`src/rtl/alu_mdu_controller_if.sv`:
```
// EX-stage control bus between the pipeline and the ALU/MDU controller.
// The pipeline side is the master; the controller is the slave.
interface alu_mdu_controller_if #(
    parameter int OP_W = 5
);
    logic            in_valid;
    logic [1:0]      ALUOp;
    logic [6:0]      Funct7;
    logic [2:0]      Funct3;
    logic            rtype;
    logic            rs2_zero;
    logic            flush;
    logic [OP_W-1:0] Operation;
    logic            illegal;
    logic            mdu_start;
    logic [2:0]      mdu_op;
    logic            mdu_kill;
    logic            stall;
    logic            result_sel;

    modport master (
        output in_valid, ALUOp, Funct7, Funct3, rtype, rs2_zero, flush,
        input  Operation, illegal, mdu_start, mdu_op, mdu_kill, stall, result_sel
    );
    modport slave (
        input  in_valid, ALUOp, Funct7, Funct3, rtype, rs2_zero, flush,
        output Operation, illegal, mdu_start, mdu_op, mdu_kill, stall, result_sel
    );
endinterface

```
`src/rtl/alu_mdu_controller.sv`:
```
// EX-stage ALU operation decoder with RV32M detection and a start/kill
// sequencer for an external multi-cycle MDU, stalling the pipeline while busy.
module alu_mdu_controller #(
    parameter int OP_W     = 5,
    parameter int ENABLE_M = 1,
    parameter int MUL_LAT  = 3,
    parameter int DIV_LAT  = 33
) (
    input  logic                 clk,
    input  logic                 reset,
    alu_mdu_controller_if.slave  bus
);
    localparam int MAX_LAT = (MUL_LAT > DIV_LAT) ? MUL_LAT : DIV_LAT;
    localparam int CNT_W   = $clog2(MAX_LAT + 1);
    localparam logic [CNT_W-1:0] MUL_M1 = CNT_W'(MUL_LAT - 1);
    localparam logic [CNT_W-1:0] DIV_M1 = CNT_W'(DIV_LAT - 1);

    localparam logic [4:0] OP_AND  = 5'b00000, OP_OR   = 5'b00001, OP_ADD  = 5'b00010,
                           OP_XOR  = 5'b00011, OP_SUB  = 5'b00100, OP_SRA  = 5'b00101,
                           OP_SLL  = 5'b00110, OP_SRL  = 5'b00111, OP_BEQ  = 5'b01000,
                           OP_BLT  = 5'b01001, OP_BGE  = 5'b01010, OP_BNE  = 5'b01011,
                           OP_BLTU = 5'b01100, OP_BGEU = 5'b01101, OP_SLT  = 5'b01110,
                           OP_JAL  = 5'b01111, OP_MDU  = 5'b10000, OP_SLTU = 5'b10001;

    typedef enum logic [1:0] {IDLE, BUSY, DONE} state_t;

    state_t          state;
    logic [CNT_W-1:0] cnt;
    logic [CNT_W-1:0] lat_m1;
    logic [4:0]      code;
    logic [OP_W-1:0] op;
    logic            ill;
    logic            f7_base, f7_alt, m_enc, mop, launch;
    logic            start_q, kill_q, rsel_q;
    logic [2:0]      mdu_op_q;

    assign f7_base = bus.Funct7 == 7'b0000000;
    assign f7_alt  = bus.Funct7 == 7'b0100000;
    assign m_enc   = bus.ALUOp == 2'b10 && bus.rtype && bus.Funct7 == 7'b0000001;
    assign mop     = bus.in_valid && m_enc && (ENABLE_M != 0);
    assign launch  = state == IDLE && mop && !bus.flush;

    // Decode is independent of in_valid and FSM state.
    always_comb begin
        code = OP_ADD;
        ill  = 1'b0;
        case (bus.ALUOp)
            2'b00: code = OP_ADD;
            2'b01: begin
                case (bus.Funct3)
                    3'b000:  code = OP_BEQ;
                    3'b001:  code = OP_BNE;
                    3'b100:  code = OP_BLT;
                    3'b101:  code = OP_BGE;
                    3'b110:  code = OP_BLTU;
                    3'b111:  code = OP_BGEU;
                    default: ill  = 1'b1;
                endcase
            end
            2'b11: code = (bus.Funct3 == 3'b000) ? OP_ADD : OP_JAL;
            default: begin
                if (m_enc) begin
                    if (ENABLE_M != 0) code = OP_MDU;
                    else               ill  = 1'b1;
                end else if (bus.rtype && !f7_base && !f7_alt) begin
                    ill = 1'b1;
                end else begin
                    case (bus.Funct3)
                        3'b000: code = (bus.rtype && f7_alt) ? OP_SUB : OP_ADD;
                        3'b001: if (f7_base) code = OP_SLL; else ill = 1'b1;
                        3'b010: code = OP_SLT;
                        3'b011: code = OP_SLTU;
                        3'b100: code = OP_XOR;
                        3'b101: begin
                            if (f7_base)     code = OP_SRL;
                            else if (f7_alt) code = OP_SRA;
                            else             ill  = 1'b1;
                        end
                        3'b110: code = OP_OR;
                        default: code = OP_AND;
                    endcase
                end
            end
        endcase
        op      = '0;
        op[4:0] = code;
    end

    // A zero divisor finishes in one MDU cycle regardless of DIV_LAT.
    always_comb begin
        if (!bus.Funct3[2])   lat_m1 = MUL_M1;
        else if (bus.rs2_zero) lat_m1 = '0;
        else                   lat_m1 = DIV_M1;
    end

    always_ff @(posedge clk or posedge reset) begin
        if (reset) begin
            state    <= IDLE;
            cnt      <= '0;
            mdu_op_q <= 3'b000;
            start_q  <= 1'b0;
            kill_q   <= 1'b0;
            rsel_q   <= 1'b0;
        end else begin
            start_q <= 1'b0;
            kill_q  <= 1'b0;
            rsel_q  <= 1'b0;
            case (state)
                IDLE: if (launch) begin
                    state    <= BUSY;
                    mdu_op_q <= bus.Funct3;
                    cnt      <= lat_m1;
                    start_q  <= 1'b1;
                end
                BUSY: begin
                    if (bus.flush) begin
                        state  <= IDLE;
                        kill_q <= 1'b1;
                    end else if (cnt == '0) begin
                        state  <= DONE;
                        rsel_q <= 1'b1;
                    end else begin
                        cnt <= cnt - 1'b1;
                    end
                end
                DONE: begin
                    state  <= IDLE;
                    kill_q <= bus.flush;
                end
                default: state <= IDLE;
            endcase
        end
    end

    assign bus.Operation  = op;
    assign bus.illegal    = ill;
    assign bus.stall      = !reset && (launch || state == BUSY);
    assign bus.mdu_start  = start_q;
    assign bus.mdu_op     = mdu_op_q;
    assign bus.mdu_kill   = kill_q;
    assign bus.result_sel = rsel_q;
endmodule

```
`src/flat_wrapper.sv`:
```
// flat-port wrapper written by rule: the top's interface ports become plain ports
module alu_mdu_controller_flat 
#(
    parameter int OP_W     = 5,
    parameter int ENABLE_M = 1,
    parameter int MUL_LAT  = 3,
    parameter int DIV_LAT  = 33
)
  (clk, reset, bus_in_valid, bus_ALUOp, bus_Funct7, bus_Funct3, bus_rtype, bus_rs2_zero, bus_flush, bus_Operation, bus_illegal, bus_mdu_start, bus_mdu_op, bus_mdu_kill, bus_stall, bus_result_sel);
  alu_mdu_controller_if #(.OP_W(OP_W)) bus_i ();
  input  logic clk;
  input  logic reset;
  input wire logic [$bits(bus_i.in_valid)-1:0] bus_in_valid;
  input wire logic [$bits(bus_i.ALUOp)-1:0] bus_ALUOp;
  input wire logic [$bits(bus_i.Funct7)-1:0] bus_Funct7;
  input wire logic [$bits(bus_i.Funct3)-1:0] bus_Funct3;
  input wire logic [$bits(bus_i.rtype)-1:0] bus_rtype;
  input wire logic [$bits(bus_i.rs2_zero)-1:0] bus_rs2_zero;
  input wire logic [$bits(bus_i.flush)-1:0] bus_flush;
  output wire logic [$bits(bus_i.Operation)-1:0] bus_Operation;
  output wire logic [$bits(bus_i.illegal)-1:0] bus_illegal;
  output wire logic [$bits(bus_i.mdu_start)-1:0] bus_mdu_start;
  output wire logic [$bits(bus_i.mdu_op)-1:0] bus_mdu_op;
  output wire logic [$bits(bus_i.mdu_kill)-1:0] bus_mdu_kill;
  output wire logic [$bits(bus_i.stall)-1:0] bus_stall;
  output wire logic [$bits(bus_i.result_sel)-1:0] bus_result_sel;
  assign bus_i.in_valid = bus_in_valid;
  assign bus_i.ALUOp = bus_ALUOp;
  assign bus_i.Funct7 = bus_Funct7;
  assign bus_i.Funct3 = bus_Funct3;
  assign bus_i.rtype = bus_rtype;
  assign bus_i.rs2_zero = bus_rs2_zero;
  assign bus_i.flush = bus_flush;
  assign bus_Operation = bus_i.Operation;
  assign bus_illegal = bus_i.illegal;
  assign bus_mdu_start = bus_i.mdu_start;
  assign bus_mdu_op = bus_i.mdu_op;
  assign bus_mdu_kill = bus_i.mdu_kill;
  assign bus_stall = bus_i.stall;
  assign bus_result_sel = bus_i.result_sel;
  alu_mdu_controller #(.OP_W(OP_W), .ENABLE_M(ENABLE_M), .MUL_LAT(MUL_LAT), .DIV_LAT(DIV_LAT)) u_core (.clk(clk), .reset(reset), .bus(bus_i));
endmodule
```
`config.mk`:
```
export PLATFORM = sky130hd
export DESIGN_NAME = alu_mdu_controller_flat
export DESIGN_NICKNAME = d
export VERILOG_FILES = /design/src/rtl/alu_mdu_controller_if.sv /design/src/rtl/alu_mdu_controller.sv /design/src/flat_wrapper.sv
export SDC_FILE = /design/constraint.sdc
export NUM_CORES = 1
export LEC_CHECK = 0
export BUFFER_PORTS_ARGS = -buffer_cell sky130_fd_sc_hd__buf_4
export CAP_MARGIN = 40
export CORE_MARGIN = 2
export CORE_UTILIZATION = 45
export CTS_BUF_LIST = sky130_fd_sc_hd__clkbuf_4 sky130_fd_sc_hd__clkbuf_8
export DETAILED_ROUTE_END_ITERATION = 10
export PLACE_DENSITY = 0.7
export SETUP_SLACK_MARGIN = 0.1
export SYNTH_ARGS = -nofsm -noshare
export SYNTH_HDL_FRONTEND = slang
export SYNTH_SLANG_ARGS = --single-unit
```
`constraint.sdc`:
```
create_clock -name clk -period 4.25 [get_ports clk]
set_input_delay 0.425 -clock clk [delete_from_list [all_inputs] [get_ports clk]]
set_output_delay 0.425 -clock clk [all_outputs]
set_load 0.03 [all_outputs]
```
# Yosys cells after proc, flatten, opt, wreduce, memory -nomap -nowiden

Index checks and enable logic that the tools add are counted.

Flip-flop bits (word level): 14
Latch bits: 0
RAM bits: 0
Bits in read-only memories: 0
Word-level logic and storage cells: 85
Memories kept: 0

Add/sub/neg operators: 1
Multipliers: 0
Divide/modulo/power cells: 0
Magnitude comparators: 0
Equal/unequal tests: 18
Shift operators: 0
Muxes and demuxes: 35
Bitwise gates (word level): 0
Reductions and logical operators: 25

Operators with widths:

| operator            | count |
|---|---|
| $pmux 5 s7          | 1 |
| $mux 6              | 5 |
| $pmux 4 s6          | 1 |
| $mux 5              | 3 |
| $pmux 5 s3          | 1 |
| $eq 3x3->1 const B  | 4 |
| $mux 1              | 12 |
| $pmux 6 s2          | 1 |
| $logic_and 1x1->1   | 9 |
| $mux 3              | 3 |
| $eq 7x1->1 const B  | 1 |
| $eq 7x6->1 const B  | 1 |
| $logic_not 7->1     | 1 |
| $eq 2x2->1 const B  | 3 |
| $eq 3x2->1 const B  | 2 |
| $logic_not 6->1     | 1 |
| $mux 2              | 3 |
| $pmux 1 s2          | 3 |
| $reduce_or 6->1     | 1 |
| $sub 6x1->6 const B | 1 |
| $eq 2x1->1 const B  | 2 |
| $logic_not 1->1     | 4 |
| $logic_not 2->1     | 2 |
| $mux 4              | 1 |
| 11 further kinds    | 13 |

# Longest topological paths before layout

Gate-level depths: netlist (run 1).

Depth in word-level cells: 8
Mapped depth: 7
Gate-level depth less buffers: 7

# Worst setup path after synthesis (run 1)

Ideal clock, no wire load.

Path kind: input-to-output
Start: in bus_Funct7[1]
End: out bus_Operation[0]
Arrival time: 1,826 ps
Setup slack: 1,999 ps
Stages: 4
Buffers on the path: 0
Cell sequence: or3_1 > o21ai_0 > nand2_1 > o21ai_0

Cells in the longest elaborated chain, start to end: 7
Elaborated cells on any way between the ends: 14
Classes of those cells: eq/ne (2); mux (6); reduce/logical (6)

RTL lines:

| item                                                   | line                                               | RTL |
|---|---|---|
| start: declaration                                     | flat_wrapper.sv:15                                 | `input wire logic [$bits(bus_i.Funct7)-1:0] bus_Funct7;` |
| $eq 7x6->1 / $logic_not 7->1 (equally long branches)   | alu_mdu_controller.sv:38, alu_mdu_controller.sv:37 |  |
| $mux 3 / $logic_not 1->1 (equally long branches)       | alu_mdu_controller.sv:76, alu_mdu_controller.sv:65 |  |
| $mux 5 / $logic_and 1x1->1 (equally long branches)     | alu_mdu_controller.sv:75, alu_mdu_controller.sv:65 |  |
| $pmux 5 s7 / $logic_and 1x1->1 (equally long branches) | alu_mdu_controller.sv:68, alu_mdu_controller.sv:65 |  |
| $mux 5                                                 | alu_mdu_controller.sv:65                           | `end else if (bus.rtype && !f7_base && !f7_alt) begin` |
| $mux 5 *                                               | alu_mdu_controller.sv:62                           | `if (m_enc) begin` |
| $pmux 5 s3 *                                           | alu_mdu_controller.sv:47                           | `case (bus.ALUOp)` |
| end: declaration                                       | flat_wrapper.sv:20                                 | `output wire logic [$bits(bus_i.Operation)-1:0] bus_Operation;` |

Mark *: on every way between the ends. The rest lies on a longest branch, timed or not.

# Final worst setup path (run 1)

Start: reg u_core.state[1]
End: out bus_stall

Cells in the longest elaborated chain, start to end: 5
Elaborated cells on any way between the ends: 6
Classes of those cells: eq/ne (1); reduce/logical (5)

RTL lines:

| item                           | line                      | RTL |
|---|---|---|
| start: declaration             | alu_mdu_controller.sv:27  | `state_t state;` |
| start signal: assignment       | alu_mdu_controller.sv:98  | `state <= IDLE;` |
| start signal: assignment       | alu_mdu_controller.sv:110 | `state <= BUSY;` |
| start signal: assignment       | alu_mdu_controller.sv:117 | `state <= IDLE;` |
| $logic_not 2->1                | alu_mdu_controller.sv:41  | `assign launch = state == IDLE && mop && !bus.flush;` |
| $logic_and 1x1->1 (2 in a row) | alu_mdu_controller.sv:41  |  |
| $logic_or 1x1->1 *             | alu_mdu_controller.sv:137 | `assign bus.stall = !reset && (launch \|\| state == BUSY);` |
| $logic_and 1x1->1 *            | alu_mdu_controller.sv:137 |  |
| end: declaration               | flat_wrapper.sv:25        | `output wire logic [$bits(bus_i.stall)-1:0] bus_stall;` |

Marks and branches as above.

==> results of run 1 <==
[worst register-to-register path: stages, from the launching register on]
cell,delay (ns)
dfrtp_1,0.39
inv_1,0.08
ha_1,0.40
or3b_1,0.55
and2_4,0.25
a211o_1,0.28
[final cells by class]
class,instances,area share (%)
Tap cell,30,2.58
Multi-Input combinational cell,114,52.6
Inverter,11,2.84
Timing Repair Buffer,30,15.5
Sequential cell,14,24.1
Clock buffer,4,2.49
[registers in the layout, summed over array words and instances (netlist names)]
| register | count |
|---|---|
| u_core.cnt | 6 |
| u_core.bus.mdu_op | 3 |
| u_core.state | 2 |
| u_core.bus.mdu_kill | 1 |
| u_core.bus.mdu_start | 1 |
| u_core.bus.result_sel | 1 |
[layout by cell type (no fill, tap or decap), types with 3 or more instances in the layout]
cell / instances
a21oi_1: 12
a31oi_1: 5
buf_4: 30
clkbuf_4: 3
dfrtp_1: 14
ha_1: 4
inv_1: 11
nand2_1: 13
nand3_1: 6
nor2_1: 5
nor2b_1: 6
nor3_1: 6
o21ai_0: 16
or3_1: 3
[metal layers]
layer / GRT usage (%) / wire, um / vias to the layer above / part of all wire [%]
met1: 29.4 / 1340 / 563 / 46
li1: - / - / 596 / -
met2: 31.1 / 1380 / 35 / 47
met4: 4.53 / 6 / 0 / 0.21
met5: 0 / 0 / - / 0
met3: 4.92 / 173 / 2 / 6.0
[final timing paths]
path,startpoint,end
max,u_core.state[1],bus_stall
min,reset,u_core.cnt[2]
max reg2reg,u_core.state[1],u_core.cnt[0]
min reg2reg,u_core.bus.mdu_op[1],u_core.bus.mdu_op[1]
max in group asynchronous,reset,u_core.state[0]
min in group clk,bus_flush,u_core.bus.mdu_kill
[power by group]
part	internal, mW	switching, mW	total, mW
Clock	0.0522	0.0455	0.0977
Combinational	0.0454	0.0598	0.105
Sequential	0.141	0.00402	0.145
[metrics by stage]
stage	area, um2	util, %
after floorplan	1190	-
after global placement	1420	56.8
after detailed placement	1420	56.8
after CTS	1460	58.3
after global routing	1460	58.3
final	1460	58.3
[cell usage after synthesis, drive strengths merged (2+ instances only)]
| cell type | number |
|---|---|
| o21ai | 16 |
| dfrtp | 14 |
| nand2 | 13 |
| a21oi | 12 |
| inv | 11 |
| nor3 | 8 |
| nand3 | 6 |
| nor2b | 6 |
| a31oi | 5 |
| nor2 | 5 |
| buf | 4 |
| ha | 4 |
| or3 | 4 |
| clkbuf | 3 |
| and2 | 2 |
| nand2b | 2 |
| nand4 | 2 |
| o211ai | 2 |
| o221ai | 2 |
| o311a | 2 |
| o31ai | 2 |
| or2 | 2 |
[kinds of logic (layout without fill, tap and decap cells)]
family	Yosys count	after routing	share of synthesized area [%]
muxes	1	1	0.840
DFF	14	14	29.4
AOI/OAI and AO/OA	50	50	28.8
and+or+nand+nor	59	59	30.5
adders and majority gates	4	4	4.20
buffers and inverters	18	45	6.30
==> flow_summary_export.csv, run 1 <==
group,metric,value,unit
clock_tree,cts.clk_slew.worst_paths,0.09,ns
worst_setup_path,path_class,"flop to primary output",
place,gp_congestion,0.903,
run,drv_cap,0,
worst_setup_path,cp.arrival,1.95,ns
worst_hold_path,hp-class,"input port to async pin",
place,placed_cells_incl_taps,199,
timing,rsz0062_at_grt,"false",
detailed_routing,wire_per_inst,14.3,um
power,p_leak,0.701,nW
synthesis,synth_edf_count,0,
worst_setup_path,path_depth,6,
timing,period_minus_slack,2.38,ns
synthesis,mappedNetlistArea,1190,um2
synthesis,synth_async_sr_flop_share,100,%
global_route,grt.total_usage,20.5,%
finish,nNetsFinal,196,
timing,worst_hold_slack,0.175,ns
place,dp_worst_setup_slack,2.12,ns
clock_tree,post_cts.repair.setup_buffers,0,
finish,regArea,350,um2
clock_tree,cts_buffers,3,
detailed_routing,viasPerCell,5.89,
place,io_buffers,30,
worst_setup_path,path_max_fanout,16,
finish,multi_input_area,766,um2
clock_tree,cts_tree,"built",
detailed_routing,vias,1196,
power,power-per-cell-area,239,nW/um2
power,power,0.348,mW
timing,worst_pin_slew,0.523,ns
detailed_routing,drt_wl_total,2.90,mm
clock_tree,cts_hold_buf,0,
finish,final_cells,203,
die,io_pins,31,
clock_tree,htree_levels,1,
place,hpwl,2.19,mm
timing,skew,0.00711,ns
worst_setup_path,crit_slowest_cell,"dfrtp_1",
global_route,grt_max_degree,17,
worst_setup_path,cp-start-kind,"flop",
timing,slew_violations,0,
finish,drive_above_1_share,24.9,%
synthesis,synth-seq-area-share,29.4,%
finish,diodes,0,
worst_setup_path,critPathBufInv,2,
synthesis,yosys.area.top_type,"dfrtp_1",
timing,slew_headroom,65.1,%
die,start_util,47.6,%
worst_setup_path,path_cells,"inv_1, ha_1, nor3b_2, nand4_4, a21oi_1, buf_4",
synthesis,synth_ff_type,"dfrtp_1",
detailed_routing,drc,0,
timing,setup_viol,0,
timing,period_share,56.0,%
timing,fin_ws,1.87,ns
global_route,grt_overflow,0,
die,rows,18,
synthesis,synth.area.top_cells,"dfrtp_1 (29%), o21ai_0 (6.7%), a21oi_1 (5.0%)",
synthesis,ys.warnings.count,0,
worst_setup_path,critPathMaxStageDelay,0.39,ns
detailed_routing,ant_nets,0,
worst_setup_path,rrSetupSlack,2.19,ns
worst_setup_path,rr_worst_depth,5,
synthesis,synth_top_area_share,29.4,%
timing,max_freq,0.420,GHz
die,core,2500,um2
global_route,grt_antenna_before_repair,0,
status,outcome,"complete, no violations",
global_route,first_global_vias,1142,
global_route,grt_pass1_wl,5.23,mm
die,die-width,55.5,um
clock_tree,clock_latency,0.29,ns
synthesis,avgSynthCellArea,8.16,um2
detailed_routing,dr.first_iter.drc_count,49,
synthesis,synth_cell_types,47,
timing,final.setup.tns,0,ns
die,die_area,3070,um2
worst_setup_path,required,3.83,ns
clock_tree,cts_resized,0,
worst_setup_path,cp-end-kind,"primary output",
synthesis,synth-seq-cells,14,
detailed_routing,dr.pass1.iters,4,
synthesis,netlist_instances,146,
power,peakVddDrop,0.242,mV
timing,hold_violations,0,
worst_setup_path,critPathTopFamily,"simple AND/OR/NAND/NOR gates",
finish,syn_to_final_growth,22.3,%
clock_tree,cts_sinks,14,
clock_tree,cts_buffer_depth,2,
finish,num-fill-cells,226,
die,die-height,55.5,um
clock_tree,cts_root_buffer,"clkbuf_4",
synthesis,syn-num-nets,168,
Note: power is estimated with default switching activity, not from simulation.
==> run 2, diff against run 1 <==
--- a/config.mk
+++ b/config.mk
@@ -11,7 +11,7 @@
 export CORE_UTILIZATION = 45
 export CTS_BUF_LIST = sky130_fd_sc_hd__clkbuf_4 sky130_fd_sc_hd__clkbuf_8
 export DETAILED_ROUTE_END_ITERATION = 10
-export PLACE_DENSITY = 0.7
+export PLACE_DENSITY = 0.72
 export SETUP_SLACK_MARGIN = 0.1
 export SYNTH_ARGS = -nofsm -noshare
 export SYNTH_HDL_FRONTEND = slang
==> constraint.sdc (replaced) <==
create_clock -name clk -period 2 [get_ports clk]
set_input_delay 0.2 -clock clk [delete_from_list [all_inputs] [get_ports clk]]
set_output_delay 0.2 -clock clk [all_outputs]
set_load 0.03 [all_outputs]
==> run 2 against run 1 <==
Clock skew fell by 0.0060 ns. Worst setup slack got worse by 1.7 ns. Via count rose by 4.3%. Hold slack improved by 0.011 ns. Global-route usage rose by 1.1 points. Flip-flop and latch count did not move. Sequential power rose by 110%. Non-clock buffer count rose by 8. Critical endpoint unchanged. Largest power group unchanged.
==> flow_summary_export.csv, run 2 (same netlist as run 1, synthesis figures left out) <==
group,metric,value,unit
finish,regArea,350,um2
timing,period_minus_slack,1.83,ns
worst_setup_path,path_class,"flop to primary output",
finish,multi_input_area,791,um2
global_route,first_global_vias,1135,
worst_setup_path,path_max_fanout,5,
die,rows,18,
power,power.switching,0.256,mW
finish,syn_to_final_growth,29.9,%
clock_tree,cts_sinks,14,
die,core,2500,um2
clock_tree,cts_buffer_depth,2,
power,p_leak,0.741,nW
worst_setup_path,r2r_start,"u_core.state[1]",
die,die-height,55.5,um
power,switching_share,32.2,%
power,pwr-share-seq,39.1,%
worst_setup_path,rrSetupSlack,0.19,ns
worst_setup_path,crit_slowest_cell,"dfrtp_1",
finish,layout_common_cells,"buf_4 (37), o21ai_0 (16), dfrtp_1 (14)",
clock_tree,clock_latency,0.29,ns
timing,period_share,91.5,%
global_route,grt_max_degree,16,
power,power-per-cell-area,513,nW/um2
detailed_routing,ant_nets,0,
global_route,grt_antenna_before_repair,0,
finish,drive_above_1_share,30.9,%
finish,num-fill-cells,229,
detailed_routing,dr.pass1.iters,4,
place,io_buffers,30,
global_route,grt_overflow,0,
timing,final.setup.tns,0,ns
timing,slew_headroom,64.8,%
worst_setup_path,cp-end-kind,"primary output",
finish,final_common_cell,"buf_4",
detailed_routing,dr.first_iter.drc_count,71,
power,p_int,0.538,mW
global_route,grt.total_usage,21.6,%
worst_setup_path,cp-start-kind,"flop",
detailed_routing,wire_per_inst,15.1,um
timing,max_freq,0.546,GHz
clock_tree,cts_tree,"built",
worst_hold_path,holdPathStages,2,
detailed_routing,viasPerCell,5.91,
worst_hold_path,hold_path_end,"u_core.bus.mdu_kill",
detailed_routing,drt_wl_total,3.19,mm
place,gp_congestion,0.893,
timing,rsz0062_at_grt,"false",
detailed_routing,drc,0,
place,hpwl,2.29,mm
timing,hold_violations,0,
finish,largest_register_ffs,6,
timing,setup_viol,0,
die,io_pins,31,
finish,regMostFlops,"u_core.cnt",
status,outcome,"complete, no violations",
worst_setup_path,cp.arrival,1.63,ns
worst_setup_path,critPathMaxStageDelay,0.41,ns
worst_hold_path,worstHoldStart,"bus_flush",
timing,worst_pin_slew,0.528,ns
finish,nNetsFinal,204,
finish,diodes,0,
clock_tree,cts_root_buffer,"clkbuf_4",
die,start_util,47.6,%
die,die-width,55.5,um
clock_tree,htree_levels,1,
worst_setup_path,timing.rr.end,"u_core.cnt[2]",
global_route,grt_pass1_wl,5.36,mm
timing,slew_violations,0,
power,clkPwrFrac,26.9,%
clock_tree,cts_buffers,3,
timing,skew,0.00115,ns
place,dp_worst_setup_slack,0.130,ns
worst_setup_path,rr_worst_depth,7,
die,die_area,3070,um2
detailed_routing,vias,1247,
power,peakVddDrop,0.549,mV
power,combPwrFrac,34.0,%
run,drv_cap,0,
worst_setup_path,path_cells,"inv_2, ha_4, nor3b_4, nand4_4, a21oi_2, buf_4",
worst_setup_path,required,1.80,ns
clock_tree,cts.clk_slew.worst_paths,0.09,ns
worst_hold_path,hp-class,"input port to flop",
timing,fin_ws,0.170,ns
[run 2: how the worst max path moves through the flow]
stage	from	end	slack [ns]	depth (start not counted)
3_5_place_dp	u_core.state[1]	u_core.cnt[0]	0.13	6
6_report	u_core.state[1]	bus_stall	0.17	6
2_1_floorplan	bus_Funct7[1]	bus_Operation[0]	0.20	4
5_1_grt	u_core.state[0]	bus_stall	0.10	6
3_3_place_gp	u_core.state[0]	u_core.cnt[0]	0.21	6
4_1_cts	u_core.state[1]	bus_stall	0.11	6
[run 2: power by group through the flow]
stage	clock [mW]	combinational (mW)	sequential [mW]
floorplan	0	0.133	0.322
finish	0.213	0.270	0.310
global placement	0	0.219	0.311
detailed placement	0	0.224	0.313
CTS	0.218	0.238	0.308
global route	0.233	0.300	0.310
[run 2: cell type report]
| cell class | instances | area share (%) |
|---|---|---|
| Multi-Input combinational cell | 114 | 51.1 |
| Timing Repair Buffer | 38 | 18.6 |
| Clock buffer | 4 | 2.34 |
| Sequential cell | 14 | 22.6 |
| Inverter | 11 | 2.91 |
| Tap cell | 30 | 2.43 |
[run 2: worst max-delay path, delay by kind of cell (launching register included)]
| kind | cells | cell delay [ns] |
|---|---|---|
| buffers and inverters | 2 | 0.25 |
| AND/OR/NAND/NOR | 2 | 0.36 |
| adder cells (fa/ha/maj) | 1 | 0.16 |
| flip-flops | 1 | 0.41 |
| AO/OA/AOI/OAI | 1 | 0.16 |
[run 2: stage by stage]
| step | cell area [um2] | hold slack, ns | power (mW) | cells | utilization (%) |
|---|---|---|---|---|---|
| detailed placement | 1430 | 0.298 | 0.537 | 200 | 57.3 |
| CTS | 1500 | 0.169 | 0.764 | 207 | 60.1 |
| global placement | 1430 | 0.284 | 0.530 | 200 | 57.3 |
| finish | 1550 | 0.185 | 0.793 | 211 | 61.9 |
| global route | 1550 | 0.186 | 0.844 | 211 | 61.9 |
| floorplan | 1190 | 0.0892 | 0.456 | 146 | - |
[run 2: repair_timing]
item,4_1_cts,5_1_grt
pin swaps,1,0
resized for setup,2,5
cloned,0,0
endpoints found under the hold margin,14,0
setup buffers,2,4
endpoints found under the setup margin,3,4
hold buffers,1,0
[run 2: routing by layer]
metal | up-vias | wire [um] | GRT usage (%)
li1 | 610 | - | -
met1 | 588 | 1580 | 31.2
met3 | 6 | 175 | 5.39
met2 | 43 | 1390 | 32.0
met4 | 0 | 43 | 5.57
met5 | - | 0 | 0
==> run 3, diff against run 2 <==
--- a/config.mk
+++ b/config.mk
@@ -8,10 +8,9 @@
 export BUFFER_PORTS_ARGS = -buffer_cell sky130_fd_sc_hd__buf_4
 export CAP_MARGIN = 40
 export CORE_MARGIN = 2
-export CORE_UTILIZATION = 45
+export CORE_UTILIZATION = 30
 export CTS_BUF_LIST = sky130_fd_sc_hd__clkbuf_4 sky130_fd_sc_hd__clkbuf_8
 export DETAILED_ROUTE_END_ITERATION = 10
-export PLACE_DENSITY = 0.72
 export SETUP_SLACK_MARGIN = 0.1
 export SYNTH_ARGS = -nofsm -noshare
 export SYNTH_HDL_FRONTEND = slang
==> run 3 against run 2 <==
Sequential share of layout area is 0.073 points higher. Die area increased by 46%. Global-route usage shrank 6.3 points. Power rose by 6.8%. Flip-flop and latch count unchanged. Clock power increased by 33%. Clock skew barely moved. Clock-buffer cell count unchanged. Register-to-register slack is essentially flat. Hold slack got worse by 0.17 ns. Critical endpoint unchanged.
==> flow_summary_export.csv, run 3 (same netlist as run 1, synthesis figures left out) <==
group,metric,value,unit
worst_setup_path,path_max_fanout,5,
timing,slew_violations,0,
status,outcome,"complete, no violations",
clock_tree,clock_latency,0.25,ns
clock_tree,htree_levels,1,
worst_setup_path,cp.arrival,1.66,ns
finish,diodes,0,
timing,period_minus_slack,1.86,ns
die,rows,22,
timing,hold_violations,0,
die,die-width,67.0,um
timing,worst_pin_slew,0.560,ns
place,hpwl,2.39,mm
timing,skew,0.00147,ns
die,die-height,67.0,um
die,start_util,31.8,%
finish,syn_to_final_growth,29.5,%
worst_setup_path,crit_slowest_cell,"dfrtp_1",
die,core,3740,um2
clock_tree,cts_buffer_depth,2,
clock_tree,cts.clk_slew.worst_paths,0.06,ns
finish,largest_register_ffs,6,
place,io_buffers,30,
timing,period_share,92.8,%
worst_hold_path,hp-class,"input port to async pin",
run,drv_cap,0,
finish,final_util,41.2,%
clock_tree,cts_root_buffer,"clkbuf_8",
finish,final_cells,224,
detailed_routing,drt_wl_total,3.30,mm
finish,drive_above_1_share,27.3,%
power,peakVddDrop,0.457,mV
place,gp_congestion,0.827,
worst_setup_path,path_class,"flop to primary output",
worst_setup_path,cp-end-kind,"primary output",
global_route,first_global_vias,1101,
timing,slew_headroom,62.6,%
finish,final_common_cell,"buf_4",
timing,setup_viol,0,
global_route,grt_antenna_before_repair,0,
worst_setup_path,critPathMaxStageDelay,0.40,ns
global_route,grt_overflow,0,
worst_setup_path,critPathBufInv,2,
timing,rsz0062_at_grt,"false",
clock_tree,cts_hold_buf,0,
detailed_routing,viasPerCell,5.45,
power,power-per-cell-area,549,nW/um2
detailed_routing,vias,1221,
place,placed_cells_incl_taps,218,
clock_tree,cts_sinks,14,
global_route,grt_pass1_wl,5.26,mm
place,dp_worst_setup_slack,0.118,ns
finish,nNetsFinal,199,
timing,final.setup.tns,0,ns
timing,max_freq,0.539,GHz
clock_tree,cts_tree,"built",
worst_setup_path,cp-start-kind,"flop",
detailed_routing,drc,0,
detailed_routing,ant_nets,0,
clock_tree,cts_buffers,3,
detailed_routing,wire_per_inst,14.7,um
global_route,grt_max_degree,16,
die,io_pins,31,
finish,regMostFlops,"u_core.cnt",
worst_setup_path,critPathTopFamily,"flip-flops",
worst_setup_path,path_cells,"inv_1, ha_4, nor3b_4, nand4_4, a21oi_2, buf_4",
detailed_routing,dr.pass1.iters,4,
global_route,grt.total_usage,15.3,%
die,die_area,4490,um2
timing,fin_ws,0.145,ns
power,p_leak,0.725,nW
worst_setup_path,required,1.80,ns
timing,worst_hold_slack,0.0179,ns
detailed_routing,dr.first_iter.drc_count,58,
finish,layout_common_cells,"buf_4 (33), o21ai_0 (16), dfrtp_1 (14)",
run 3: worst paths after layout:
path,from,endpoint,slack [ns],cells after the start
hold reg to reg,u_core.bus.mdu_op[1],u_core.bus.mdu_op[1],0.48,2
max in group asynchronous,reset,u_core.bus.mdu_start,1.61,2
setup / recovery,u_core.state[0],bus_stall,0.14,6
setup reg to reg,u_core.state[1],u_core.cnt[2],0.18,5
hold / removal,reset,u_core.bus.result_sel,0.02,2
min in group clk,bus_flush,u_core.bus.mdu_kill,0.22,2
run 3: report_power, final:
part           leakage (nW)  switching, mW  internal, mW  total (mW)
Sequential            0.193        0.00735         0.299       0.307
Clock                0.0288          0.109         0.175       0.284
Combinational         0.503          0.140         0.117       0.257
run 3: per-stage QoR:
step	power, mW	instance area, um2
finish	0.847	1540
global route	0.895	1540
CTS	0.827	1530
detailed placement	0.539	1450
global placement	0.534	1450
floorplan	0.456	1190
run 3: metal layers:
metal / global-route usage (%) / vias to the layer above / wire, um
li1: - / 602 / -
met1: 21.3 / 584 / 1540
met2: 24.4 / 31 / 1600
met3: 3.55 / 4 / 150
met4: 2.30 / 0 / 11
met5: 0 / - / 0
run 3: cell type report:
class | instances | area, um2
Tap cell | 48 | 60.1
Multi-Input combinational cell | 114 | 788
Sequential cell | 14 | 350
Timing Repair Buffer | 33 | 248
Inverter | 11 | 41.3
Fill cell | 395 | 2200
Clock buffer | 4 | 55.1
run 3: what timing repair did:
item,in CTS,in global routing
setup buffers,2,0
setup endpoints to repair,2,6
pin swaps,1,0
resized for setup,1,2
